File: src/rtl/condicionador_botoes.sv
// Button input stage: polarity normalise, 2-FF sync, debounce, press-edge detect, and
// merge of two near-simultaneous presses into one b1&b2 command pulse.
//
// state | meaning
// IDLE  | no pending press, waiting for a press edge
// WAIT1 | button 1 pressed, window open for button 2
// WAIT2 | button 2 pressed, window open for button 1
// LOCK  | command emitted, waiting for both buttons released
module condicionador_botoes #(
   parameter int DEBOUNCE_CYCLES = 4,
   parameter int COMBO_WINDOW    = 8,
   parameter int BTN_ACTIVE_LOW  = 1
) (
   input  logic clk,
   input  logic rst_n,
   input  logic btn1_in,
   input  logic btn2_in,
   output logic b1,
   output logic b2
);

   localparam int DW = $clog2(DEBOUNCE_CYCLES) + 1;
   localparam int WW = $clog2(COMBO_WINDOW) + 1;
   localparam logic [DW-1:0] DCNT_LAST = DW'(DEBOUNCE_CYCLES - 1);
   localparam logic [WW-1:0] WCNT_LAST = WW'(COMBO_WINDOW - 1);

   typedef enum logic [1:0] {
      IDLE  = 2'd0,
      WAIT1 = 2'd1,
      WAIT2 = 2'd2,
      LOCK  = 2'd3
   } state_t;

   // index 0 = button 1, index 1 = button 2
   logic [1:0]         meta_q, meta_d;
   logic [1:0]         sync_q, sync_d;
   logic [1:0]         deb_q, deb_d;
   logic [1:0]         deb_dly_q, deb_dly_d;
   logic [1:0][DW-1:0] dcnt_q, dcnt_d;
   logic [1:0]         press;

   state_t             state_q, state_d;
   logic [WW-1:0]      wcnt_q, wcnt_d;
   logic               b1_q, b1_d;
   logic               b2_q, b2_d;

   always_comb begin
      meta_d    = {btn2_in, btn1_in} ^ {2{BTN_ACTIVE_LOW != 0}};
      sync_d    = meta_q;
      deb_dly_d = deb_q;
      deb_d     = deb_q;
      dcnt_d    = '0;
      for (int i = 0; i < 2; i++) begin
         if (sync_q[i] != deb_q[i]) begin
            if (dcnt_q[i] == DCNT_LAST) begin
               deb_d[i] = sync_q[i];
            end else begin
               dcnt_d[i] = dcnt_q[i] + DW'(1);
            end
         end
      end
      press = deb_q & ~deb_dly_q;
   end

   always_comb begin
      state_d = state_q;
      wcnt_d  = wcnt_q;
      b1_d    = 1'b0;
      b2_d    = 1'b0;
      case (state_q)
         IDLE: begin
            if (press[0] && press[1]) begin
               b1_d    = 1'b1;
               b2_d    = 1'b1;
               state_d = LOCK;
            end else if (press[0]) begin
               state_d = WAIT1;
               wcnt_d  = '0;
            end else if (press[1]) begin
               state_d = WAIT2;
               wcnt_d  = '0;
            end
         end
         WAIT1: begin
            // the other press wins over expiry when both land in the same cycle
            if (press[1]) begin
               b1_d    = 1'b1;
               b2_d    = 1'b1;
               state_d = LOCK;
            end else if (wcnt_q == WCNT_LAST) begin
               b1_d    = 1'b1;
               state_d = LOCK;
            end else begin
               wcnt_d = wcnt_q + WW'(1);
            end
         end
         WAIT2: begin
            if (press[0]) begin
               b1_d    = 1'b1;
               b2_d    = 1'b1;
               state_d = LOCK;
            end else if (wcnt_q == WCNT_LAST) begin
               b2_d    = 1'b1;
               state_d = LOCK;
            end else begin
               wcnt_d = wcnt_q + WW'(1);
            end
         end
         LOCK: begin
            if (deb_q == 2'b00) begin
               state_d = IDLE;
            end
         end
         default: state_d = IDLE;
      endcase
   end

   always_ff @(posedge clk or negedge rst_n) begin
      if (!rst_n) begin
         meta_q    <= '0;
         sync_q    <= '0;
         deb_q     <= '0;
         deb_dly_q <= '0;
         dcnt_q    <= '0;
         state_q   <= IDLE;
         wcnt_q    <= '0;
         b1_q      <= 1'b0;
         b2_q      <= 1'b0;
      end else begin
         meta_q    <= meta_d;
         sync_q    <= sync_d;
         deb_q     <= deb_d;
         deb_dly_q <= deb_dly_d;
         dcnt_q    <= dcnt_d;
         state_q   <= state_d;
         wcnt_q    <= wcnt_d;
         b1_q      <= b1_d;
         b2_q      <= b2_d;
      end
   end

   assign b1 = b1_q;
   assign b2 = b2_q;

endmodule

File: config.mk
export PLATFORM = sky130hd
export DESIGN_NAME = condicionador_botoes
export DESIGN_NICKNAME = d
export VERILOG_FILES = /design/src/rtl/condicionador_botoes.sv
export SDC_FILE = /design/constraint.sdc
export NUM_CORES = 1
export LEC_CHECK = 0
export BUFFER_PORTS_ARGS = -buffer_cell sky130_fd_sc_hd__buf_4
export CORE_UTILIZATION = 60
export CTS_BUF_LIST = sky130_fd_sc_hd__clkbuf_8 sky130_fd_sc_hd__clkbuf_16
export DETAILED_ROUTE_END_ITERATION = 16
export PLACE_DENSITY = 0.78
export SYNTH_ARGS = -nofsm -noshare
export SYNTH_HDL_FRONTEND = slang
export SYNTH_SLANG_ARGS = --single-unit
File: constraint.sdc
create_clock -name clk -period 4.37 [get_ports clk]
set_input_delay 0.437 -clock clk [delete_from_list [all_inputs] [get_ports clk]]
set_output_delay 0.437 -clock clk [all_outputs]
set_load 0.03 [all_outputs]
; Word level (Yosys, flattened, before mapping)
; Index checks and enable logic that the tools add are counted.
[classes]
addsub = 3
eq_ne = 14
muxes = 27
bitwise_logic = 3
n_reduce_logical = 8
[ops]
columns = cell, count
row1 = 2-to-1 mux 4 bit, 6
row2 = 2-to-1 mux 2 bit, 7
row3 = 2-to-1 mux 3 bit, 4
row4 = one-hot mux 4 bit (3 select lines), 1
row5 = != test 2 bit (second input constant), 4
row6 = one-hot mux 2 bit (4 select lines), 1
row7 = adder 3 x 1 -> 3 bit (second input constant), 2
row8 = == test 3 x 2 -> 1 bit (second input constant), 2
row9 = 2-to-1 mux 1 bit, 6
row10 = one-hot mux 1 bit (3 select lines), 2
row11 = AND reduction 2 bit, 3
row12 = AND reduction 5 bit, 1
row13 = adder 4 x 1 -> 4 bit (second input constant), 1
row14 = == test 2 bit (second input constant), 2
row15 = == test 4 x 3 -> 1 bit (second input constant), 1
row16 = zero test 2 bit, 2
row17 = != test 4 bit (second input constant), 1
row18 = inverter 2 bit, 2
row19 = != test 3 bit (second input constant), 1
row20 = nonzero test 3 bit, 1
row21 = bitwise AND 2 bit, 1
row22 = == test 2 x 1 -> 1 bit (second input constant), 1
row23 = != test 1 bit, 2
row24 = logical AND 1 bit, 1
[totals]
reg_bits = 22
inputBits = 4
out_inout_bits = 2
elab_cells = 66

; Depth between registers and ports, before layout
; Gate-level depths: netlist of run 1.
[logic_depth]
ltp_word = 6
ltp_mapped = 6
mapped_depth_nobuf = 6

; Least setup slack after synthesis of run 1
; Ideal clock, no wire load.
[synth_timing]
path_type = reg-to-reg
from = register state_q[0]
to = register wcnt_q[0]
setup_time_ns = 0.125
arrival_time_ns = 1.886
required_time_ns = 4.245
slack_ns = 2.359
stages_incl_launch_ff = 7
path_buffers = 0
synth_period_minus_slack_ns = 2.011
path_cell_list = dfrtp_1 inv_1 ha_1 and4b_1 a2111oi_4 o21a_4 mux2_4
[synth_via]
elab_chain_cells = 3
elab_cells_between_ends = 10
cone_classes = 6 x eq/ne / 1 x mux / 3 x reduce/logical
[synth_rtl]
columns = item, line
row1 = start: declaration, 42  ; state_t state_q, state_d;
row2 = start signal: assignment, 135  ; state_q <= state_d;
row3 = "== test 2 x 1 -> 1 bit, or another cell as far along", 70  ; case (state_q)
row4 = "!= test 2 bit (no line), or another cell as far along", --
row5 = AND reduction 5 bit (no line), --
row6 = end signal: assignment, 136  ; wcnt_q <= wcnt_d;
row7 = end: declaration, 43  ; logic [WW-1:0] wcnt_q, wcnt_d;
; Several ways; a longest one is shown, not always the timed one.
; A chain may end at the register's enable or synchronous reset.

; Final worst setup path of run 1
; Same ends and word-level chain as after synthesis.

==> reports/results.md, run 1 <==
| Stage | Quantity | This run |
| --- | --- | --- |
| cells and area | Area overhead of the layout relative to synthesis | 11.7% |
| run status | Status | finished, final reports clean |
| worst setup path | Type of destination of the critical path | flip-flop |
| sta | RSZ-0062 raised after global routing | no |
| pwr | Share of power burned in combinational logic | 44.2% |
| global route | Gr ovfl total | 0 |
| cells and area | Final cell utilization of the core | 71.4% |
| synthesis | Seq cells post-synth | 22 |
| clocking | Number of H-tree branching levels | 1 |
| clocking | Clock latency of the later-clocked register in the worst-skew pair | 0.27 ns |
| synthesis | Basic-gate share of the synthesized area counting and, or, nand and nor cells | 14.3% |
| place | Final HPWL DP | 1.26 mm |
| global route | Number of antenna violations at the first check in global routing | 0 |
| detailed routing | Number of DRC violations after detailed routing | 0 |
| clocking | Clock-pin slew on the worst setup and hold paths | 0.08 ns |
| detailed routing | 1st-pass router iterations | 4 |
| synthesis | Post-synth design cell area | 1100 um2 |
| cells and area | Antenna diode count | 0 |
| worst setup path | Register-to-register path setup slack | 2.22 ns |
| place | Placer congestion estimate | 0.922 |
| pwr | Clock share of power | 20.6% |
| detailed routing | Routed length per instance | 15.4 um |
| min path | Worst min path class | in2async |
| floorplan | Io pins | 6 |
| synthesis | Compound-cell area share of the yosys netlist | 16.3% |
| sta | Setup ws final | 2.22 ns |
| clocking | Clock tree from TritonCTS | done |
| pwr | Leakage power of the design | 0.582 nW |
| clocking | Root buffer selected by CTS | clkbuf_8 |
| cells and area | Final cell count without fillers | 125 |
| global route | Number of global-route vias before repair | 690 |
| detailed routing | Post-DR vias/cell | 5.74 |
| global route | Grt met3 use | 6.40% |
| cells and area | Most used cells in the layout excluding fill and tap cells | 22 x dfrtp_1, 8 x inv_1, 8 x ha_1, 5 x buf_4 |
| sta | Finish-stage setup viols | 0 |
| floorplan | Initial cell density of the core | 63.9% |
| clocking | Number of gates resized after CTS | 0 |
| worst setup path | FF-to-FF Start | state_q[0]$_DFFE_PN0P_ |
| sta | Highest clock rate | 0.466 GHz |
| detailed routing | Total via count after detailed routing | 717 |
| worst setup path | Max FO, Critical Path | 5 |
| worst setup path | WS Path Type | reg2reg |
| floorplan | Chip height | 44.9 um |
| floorplan | Floorplan die width | 44.9 um |
| worst setup path | Arr. time, crit path | 2.31 ns |
| global route | Maximum number of pins on one net before global-route repair | 23 |
| synthesis | Library cells used by synthesis | 31 |
| cells and area | Most common library cell in the layout ignoring fill and taps | dfrtp_1 |
| synthesis | Sequential element share of the synthesized area | 49.9% |
| pwr | Internal power consumption | 0.584 mW |
| sta | Minimum clock period | 2.15 ns |
| pwr | Power per Cell Area | 750 nW/um2 |
| pwr | Switching power as a share of total power | 36.8% |
| sta | Max transition margin | 75.8% |
| synthesis | Avg Cell Area, Syn | 12.0 um2 |
| synthesis | Synth warnings | 0 |
| synthesis | Synth Instances | 92 |
| pwr | Share of total power in sequential cells | 35.2% |
| cells and area | Share of layout cells above drive strength 1 | 17.0% |
| sta | Final worst clock skew | 0.00322 ns |
| global route | Global-route total usage across every layer | 24.1% |
| synthesis | Post-Synth XOR/XNOR Area | 2.38% |
| detailed routing | DRC violation total after the first TritonRoute iteration | 11 |
| clocking | Post-CTS Hold Buffers | 0 |
| place | Place WS | 2.25 ns |
| worst setup path | Startpoint type of the worst setup path | flip-flop |
| worst setup path | Number of cells on the worst reg-to-reg path | 6 |
| flow run | Max-cap violations | 0 |
| clocking | CTS sink cnt | 22 |
| floorplan | Standard-cell row count | 15 |
| pwr | Total Power Consumption | 0.924 mW |
| sta | Transition time of the tightest slew-check pin | 0.360 ns |
| pwr | NetSw | 0.341 mW |
| place | Port Buffer Count | 5 |
| detailed routing | Number of nets still failing antenna checks after routing | 0 |
| floorplan | Die Footprint | 2010 um2 |
| sta | Final hold violation count | 0 |
| global route | Wire length of the first global-routing pass | 3.17 mm |
| clocking | Post-CTS setup-driven buffer insertion count | 0 |
| global route | Busiest metal layer after global routing | met2 |
| sta | Crit share post-route | 49.1% |
| floorplan | Core Region | 1730 um2 |
| clocking | Clock Tree Buf Depth | 2 |
| worst setup path | Worst endpoint required time | 4.53 ns |
| global route | GR met1 Demand/Resource | 27.9% |
| synthesis | Adder-cell area share of the yosys netlist | 9.07% |
| pwr | Maximum ir drop on the vdd rail | 0.439 mV |
| worst setup path | Critical register-to-register path endpoint | wcnt_q[0]$_DFFE_PN0P_ |
| synthesis | Net Count, Synth | 104 |
| sta | Setup total negative slack | 0 ns |
| synthesis | Dominant combinational cell family by area after synthesis | compound AO/OA/AOI/OAI gates |
| global route | Met2 Usage GRT | 37.4% |
| clocking | Number of buffers created by CTS | 3 |
| detailed routing | Wire length after detailed routing | 1.92 mm |
| place | # placed instances | 121 |
| synthesis | Share of synthesized area spent on multiplexers | 4.31% |
| sta | Pins Over Slew Limit | 0 |
| cells and area | Net count, final | 113 |
-- worst max-delay path, cell delays in order (launching register included) --
cell	delay, ns
dfrtp_1	0.42
inv_1	0.10
ha_1	0.37
and4b_1	0.23
a2111oi_4	0.41
o21a_4	0.22
mux2_4	0.29
-- metrics by stage --
stage	hold slack, ns	instance area, um2
4_1_cts	0.0455	1230
3_5_place_dp	0.339	1160
5_1_grt	0.0496	1230
6_report	0.0330	1230
3_3_place_gp	0.334	1160
2_1_floorplan	0.141	1100
-- power groups by stage --
stage                     Combinational (mW)  Clock [mW]  Sequential (mW)
after floorplan                        0.319           0            0.329
after CTS                              0.412       0.195            0.324
final                                  0.409       0.191            0.325
after global placement                 0.389           0            0.321
after global routing                   0.450       0.202            0.332
after detailed placement               0.401           0            0.326
-- final cells by class --
type	instances	area (um2)
clock inverters	1	30.0
multi-input cells	61	512
well taps	25	31.3
flip-flops and latches	22	551
clock buffers	3	41.3
repair buffers	5	37.5
fillers	135	494
inverters	8	30.0
-- flip-flops by register name, summed over array words and instances, names as in the netlist --
register	flops
deb_dly_d	2
deb_dly_q	2
state_q	2
dcnt_q	6
sync_q	2
b2	1
b1	1
wcnt_q	4
meta_q	2
-- synthesized netlist by cell type --
library cell | number | area [um2]
o21a_4 | 1 | 15.0
buf_6 | 1 | 11.3
o2bb2ai_1 | 1 | 8.76
nor2b_4 | 1 | 13.8
dfrtp_1 | 22 | 551
nor3_1 | 3 | 15.0
o32a_1 | 1 | 10.0
mux2i_1 | 1 | 10.0
ha_1 | 8 | 100
and3b_2 | 1 | 10.0
nor2_1 | 3 | 11.3
xnor2_1 | 3 | 26.3
and4b_1 | 1 | 10.0
and3b_1 | 2 | 17.5
a2111oi_4 | 1 | 27.5
o21bai_1 | 1 | 7.51
o221ai_2 | 1 | 15.0
inv_1 | 8 | 30.0
a22o_1 | 1 | 8.76
mux2_4 | 1 | 15.0
mux2_2 | 2 | 22.5
nor2b_1 | 2 | 12.5
nand3_1 | 2 | 10.0
o21ai_0 | 4 | 20.0
nor3b_1 | 4 | 30.0
o21a_1 | 3 | 22.5
a21o_1 | 1 | 7.51
nand2_1 | 4 | 15.0
o211ai_1 | 3 | 22.5
nand2b_1 | 2 | 12.5
a21oi_1 | 3 | 15.0
-- metal layers --
metal  up-vias  part of all wire (%)
met2        13                    51
met3        11                   2.7
li1        340                     -
met5         -                     0
met4         0                   5.3
met1       353                    41
-- how the worst max path moves through the flow --
stage / startpoint / depth (start not counted) / endpoint / slack [ns]
2_1_floorplan: state_q[0]$_DFFE_PN0P_ / 6 / wcnt_q[0]$_DFFE_PN0P_ / 2.36
3_3_place_gp: state_q[0]$_DFFE_PN0P_ / 6 / wcnt_q[0]$_DFFE_PN0P_ / 2.31
3_5_place_dp: state_q[0]$_DFFE_PN0P_ / 6 / wcnt_q[0]$_DFFE_PN0P_ / 2.25
4_1_cts: state_q[0]$_DFFE_PN0P_ / 6 / wcnt_q[0]$_DFFE_PN0P_ / 2.22
5_1_grt: state_q[0]$_DFFE_PN0P_ / 6 / wcnt_q[0]$_DFFE_PN0P_ / 2.12
6_report: state_q[0]$_DFFE_PN0P_ / 6 / wcnt_q[0]$_DFFE_PN0P_ / 2.22
-- cells by family (layout without fill, tap and decap cells) --
| logic type | after synthesis | count (layout) |
|---|---|---|
| AO/OA/AOI/OAI | 21 | 21 |
| XOR/XNOR | 3 | 3 |
| adder cells (fa/ha/maj) | 8 | 8 |
| buffers and inverters | 9 | 17 |
| flip-flops | 22 | 22 |
| multiplexers | 4 | 4 |
| AND/OR/NAND/NOR | 25 | 25 |
No activity file was read; power rests on OpenSTA's default activity.
==> run 2, diff against run 1 <==
Settings changed: ABC_AREA set to 1, CORE_UTILIZATION 60 to 58, PLACE_DENSITY 0.78 to 0.76.
Clock period 4.37 ns to 2.1 ns, I/O delays scaled along.
==> run 2 against run 1 <==
Critical path depth up 2; highest routed layer is now met3; synthesized cell count increased by 38%; die area rose by 3.8%; final area increased by 2.1%; flip-flop and latch count stayed put; largest power group unchanged.
==> reports/results.md, run 2 <==
| Stage | Quantity | This run | Change |
| --- | --- | --- | --- |
| floorplan | Standard-cell row count | 15 | unchanged |
| floorplan | Io pins | 6 | unchanged |
| clocking | Root buffer selected by CTS | clkbuf_8 | unchanged |
| pwr | Leakage power of the design | 0.673 nW | was 0.582 nW |
| clocking | Clock tree from TritonCTS | done | unchanged |
| cells and area | Final cell count without fillers | 162 | was 125 |
| cells and area | Most common library cell in the layout ignoring fill and taps | nand2_1 | was dfrtp_1 |
| synthesis | Synth warnings | 0 | unchanged |
| pwr | Power per Cell Area | 1490 nW/um2 | was 750 nW/um2 |
| synthesis | Synth Instances | 127 | was 92 |
| min path | Worst min path class | in2reg | was in2async |
| clocking | Clock-pin slew on the worst setup and hold paths | 0.08 ns | about the same |
| sta | Setup ws final | 0.483 ns | was 2.22 ns |
| worst setup path | Cell class contributing the biggest share of worst-path delay | flip-flops | was compound AO/OA/AOI/OAI gates |
| cells and area | Register ranked first by flip-flop count | dcnt_q | unchanged |
| place | Port Buffer Count | 5 | unchanged |
| synthesis | Largest area contributor in the netlist | dfrtp_1 | unchanged |
| sta | Pins Over Slew Limit | 0 | unchanged |
| global route | Gr ovfl total | 0 | unchanged |
| global route | Maximum number of pins on one net before global-route repair | 23 | unchanged |
| clocking | Number of gates resized after CTS | 0 | unchanged |
| clocking | Post-CTS Hold Buffers | 1 | was 0 |
| floorplan | Chip height | 45.7 um | was 44.9 um |
| worst setup path | Startpoint type of the worst setup path | flip-flop | unchanged |
| sta | Final worst clock skew | 0.00221 ns | was 0.00322 ns |
| sta | Finish-stage setup viols | 0 | unchanged |
| place | Final HPWL DP | 1.50 mm | was 1.26 mm |
| worst setup path | Arr. time, crit path | 1.77 ns | was 2.31 ns |
| detailed routing | DRC violation total after the first TritonRoute iteration | 21 | was 11 |
| detailed routing | Number of DRC violations after detailed routing | 0 | unchanged |
| global route | Global-route total usage across every layer | 23.7% | was 24.1% |
| clocking | Post-CTS setup-driven buffer insertion count | 0 | unchanged |
| worst setup path | Library cell contributing the largest single delay on the critical path | dfrtp_1 | unchanged |
| synthesis | Count of flip-flops with a built-in enable after synthesis | 0 | unchanged |
| synthesis | Cell with the most instances after synthesis | nand2_1 | was dfrtp_1 |
| worst setup path | Maximum single-stage delay on the critical path | 0.46 ns | was 0.42 ns |
| sta | Final hold violation count | 0 | unchanged |
| sta | Highest clock rate | 0.619 GHz | was 0.466 GHz |
| cells and area | Net count, final | 150 | was 113 |
| synthesis | Most common library cells after synthesis | 31 x nand2_1, 22 x dfrtp_1, 19 x inv_1 | was 22 x dfrtp_1, 8 x ha_1, 8 x inv_1 |
| flow run | Max-cap violations | 0 | unchanged |
| run status | Status | finished, final reports clean | unchanged |
| synthesis | Net Count, Synth | 139 | was 104 |
| sta | Transition time of the tightest slew-check pin | 0.292 ns | was 0.360 ns |
| synthesis | Seq cells post-synth | 22 | unchanged |
| cells and area | Max reg flops | 6 | unchanged |
| clocking | Number of H-tree branching levels | 1 | unchanged |
| clocking | CTS sink cnt | 22 | unchanged |
| synthesis | Library cells used by synthesis | 17 | was 31 |
| detailed routing | Total via count after detailed routing | 839 | was 717 |
| synthesis | Post-synth design cell area | 1110 um2 | was 1100 um2 |
| cells and area | Antenna diode count | 0 | unchanged |
| worst setup path | Ordered cell list for the critical path | inv_1, ha_1, inv_1, nor2_2, nor2_4, nand3_2, nand2_1, nand2_1 | was inv_1, ha_1, and4b_1, a2111oi_4, o21a_4, mux2_4 |
| cells and area | Most used cells in the layout excluding fill and tap cells | 31 x nand2_1, 22 x dfrtp_1, 19 x inv_1, 12 x nor2_1, 8 x ha_1 | was 22 x dfrtp_1, 8 x inv_1, 8 x ha_1, 5 x buf_4 |
| place | Place WS | 0.529 ns | was 2.25 ns |
| place | # placed instances | 157 | was 121 |
| worst setup path | Max FO, Critical Path | 6 | was 5 |
| synthesis | Area share of the leading cell type in the synthesized netlist | 49.7% | was 49.9% |
| cells and area | Share of layout cells above drive strength 1 | 13.1% | was 17.0% |
| sta | Crit share post-route | 77.0% | was 49.1% |
| synthesis | Avg Cell Area, Syn | 8.73 um2 | was 12.0 um2 |
| global route | Number of global-route vias before repair | 851 | was 690 |
| place | Placer congestion estimate | 0.904 | was 0.922 |
| synthesis | Main synth FF type | dfrtp_1 | unchanged |
| floorplan | Core Region | 1760 um2 | was 1730 um2 |
| cells and area | Registers with the highest flip-flop counts | dcnt_q (6), wcnt_q (4) | unchanged |
| floorplan | Floorplan die width | 45.7 um | was 44.9 um |
| floorplan | Initial cell density of the core | 62.8% | was 63.9% |
| sta | RSZ-0062 raised after global routing | no | unchanged |
| cells and area | Fillers | 151 | was 135 |
| sta | Setup total negative slack | 0 ns | unchanged |
| synthesis | Ranking of synthesized cells by area | dfrtp_1 50%, nand2_1 10%, ha_1 9.0% | was dfrtp_1 50%, ha_1 9.1%, inv_1 2.7% |
| sta | Minimum clock period | 1.62 ns | was 2.15 ns |
| global route | Wire length of the first global-routing pass | 3.45 mm | was 3.17 mm |
| detailed routing | Wire length after detailed routing | 2.06 mm | was 1.92 mm |
| sta | Max transition margin | 80.4% | was 75.8% |
| cells and area | Area overhead of the layout relative to synthesis | 13.5% | was 11.7% |
| floorplan | Die Footprint | 2090 um2 | was 2010 um2 |
| synthesis | Fraction of synthesis flops using an asynchronous set or reset pin | 100% | unchanged |
| worst setup path | Buffers plus inverters on the worst setup path | 2 | was 1 |
| detailed routing | Routed length per instance | 12.7 um | was 15.4 um |
| detailed routing | Post-DR vias/cell | 5.18 | was 5.74 |
| clocking | Number of buffers created by CTS | 3 | unchanged |
| detailed routing | Number of nets still failing antenna checks after routing | 0 | unchanged |
| clocking | Clock latency of the later-clocked register in the worst-skew pair | 0.26 ns | was 0.27 ns |
| worst setup path | Worst endpoint required time | 2.26 ns | was 4.53 ns |
| global route | Number of antenna violations at the first check in global routing | 0 | unchanged |
| pwr | Maximum ir drop on the vdd rail | 0.829 mV | was 0.439 mV |
| detailed routing | 1st-pass router iterations | 4 | unchanged |
| clocking | Clock Tree Buf Depth | 2 | unchanged |
| cells and area | Final cell utilization of the core | 71.3% | was 71.4% |
| worst setup path | Type of destination of the critical path | flip-flop | unchanged |
| worst setup path | WS Path Type | reg2reg | unchanged |
| synthesis | Sequential element share of the synthesized area | 49.7% | was 49.9% |
==> run 2: worst paths after layout <==
kind / start / endpoint / slack (ns) / depth (start not counted)
setup / recovery: state_q[0]$_DFFE_PN0P_ / wcnt_q[2]$_DFFE_PN0P_ / 0.48 / 8
hold / removal: btn1_in / meta_q[0]$_DFF_PN0_ / 0.08 / 2
setup reg to reg: state_q[0]$_DFFE_PN0P_ / wcnt_q[2]$_DFFE_PN0P_ / 0.48 / 8
hold reg to reg: meta_q[1]$_DFF_PN0_ / sync_q[1]$_DFF_PN0_ / 0.35 / 0
max in group asynchronous: rst_n / sync_q[1]$_DFF_PN0_ / 1.49 / 2
min in group asynchronous: rst_n / deb_dly_d[1]$_DFFE_PN0P_ / 0.39 / 2
==> run 2: worst register-to-register path, delay by kind of cell (launching register included) <==
family,cells,cell delay (ns)
flip-flops,1,0.46
AND/OR/NAND/NOR,5,0.45
adder cells (fa/ha/maj),1,0.35
buffers and inverters,2,0.25
==> run 2: logic make-up after synthesis <==
family,share of synthesized area (%)
AO/OA/AOI/OAI,5.42
multiplexers,1.02
adder cells (fa/ha/maj),9.03
flip-flops,49.7
buffers and inverters,6.43
AND/OR/NAND/NOR,26.9
XOR/XNOR,1.58
==> run 2: per-layer routing <==
metal  vias up  part of all wire [%]  track usage [%]  wire (um)
met1       406                    48             30.4        998
met5         -                     0                0          0
met2        12                    49             37.7       1020
met4         0                     0             10.6          0
met3         0                   2.2             5.95         46
li1        421                     -                -          -
==> run 2: through the flow <==
step,total power [mW],area [um2],hold WS (ns)
global route,2.03,1260,0.0743
global placement,1.42,1180,0.108
detailed placement,1.48,1180,0.111
CTS,1.87,1260,0.0805
floorplan,1.27,1110,-0.0856
finish,1.88,1260,0.0805
==> run 2: report_power, final <==
group / internal [mW] / switching, mW
combinational: 0.295 / 0.518
sequential: 0.556 / 0.121
clock: 0.254 / 0.135
==> run 2: final cells by class <==
cell class	instances	area [um2]	area share, %
Clock buffer	3	41.3	3.28
Clock inverter	1	30.0	2.39
Inverter	19	71.3	5.67
Multi-Input combinational cell	86	487	38.7
Sequential cell	22	551	43.7
Tap cell	25	31.3	2.49
Timing Repair Buffer	6	47.5	3.78
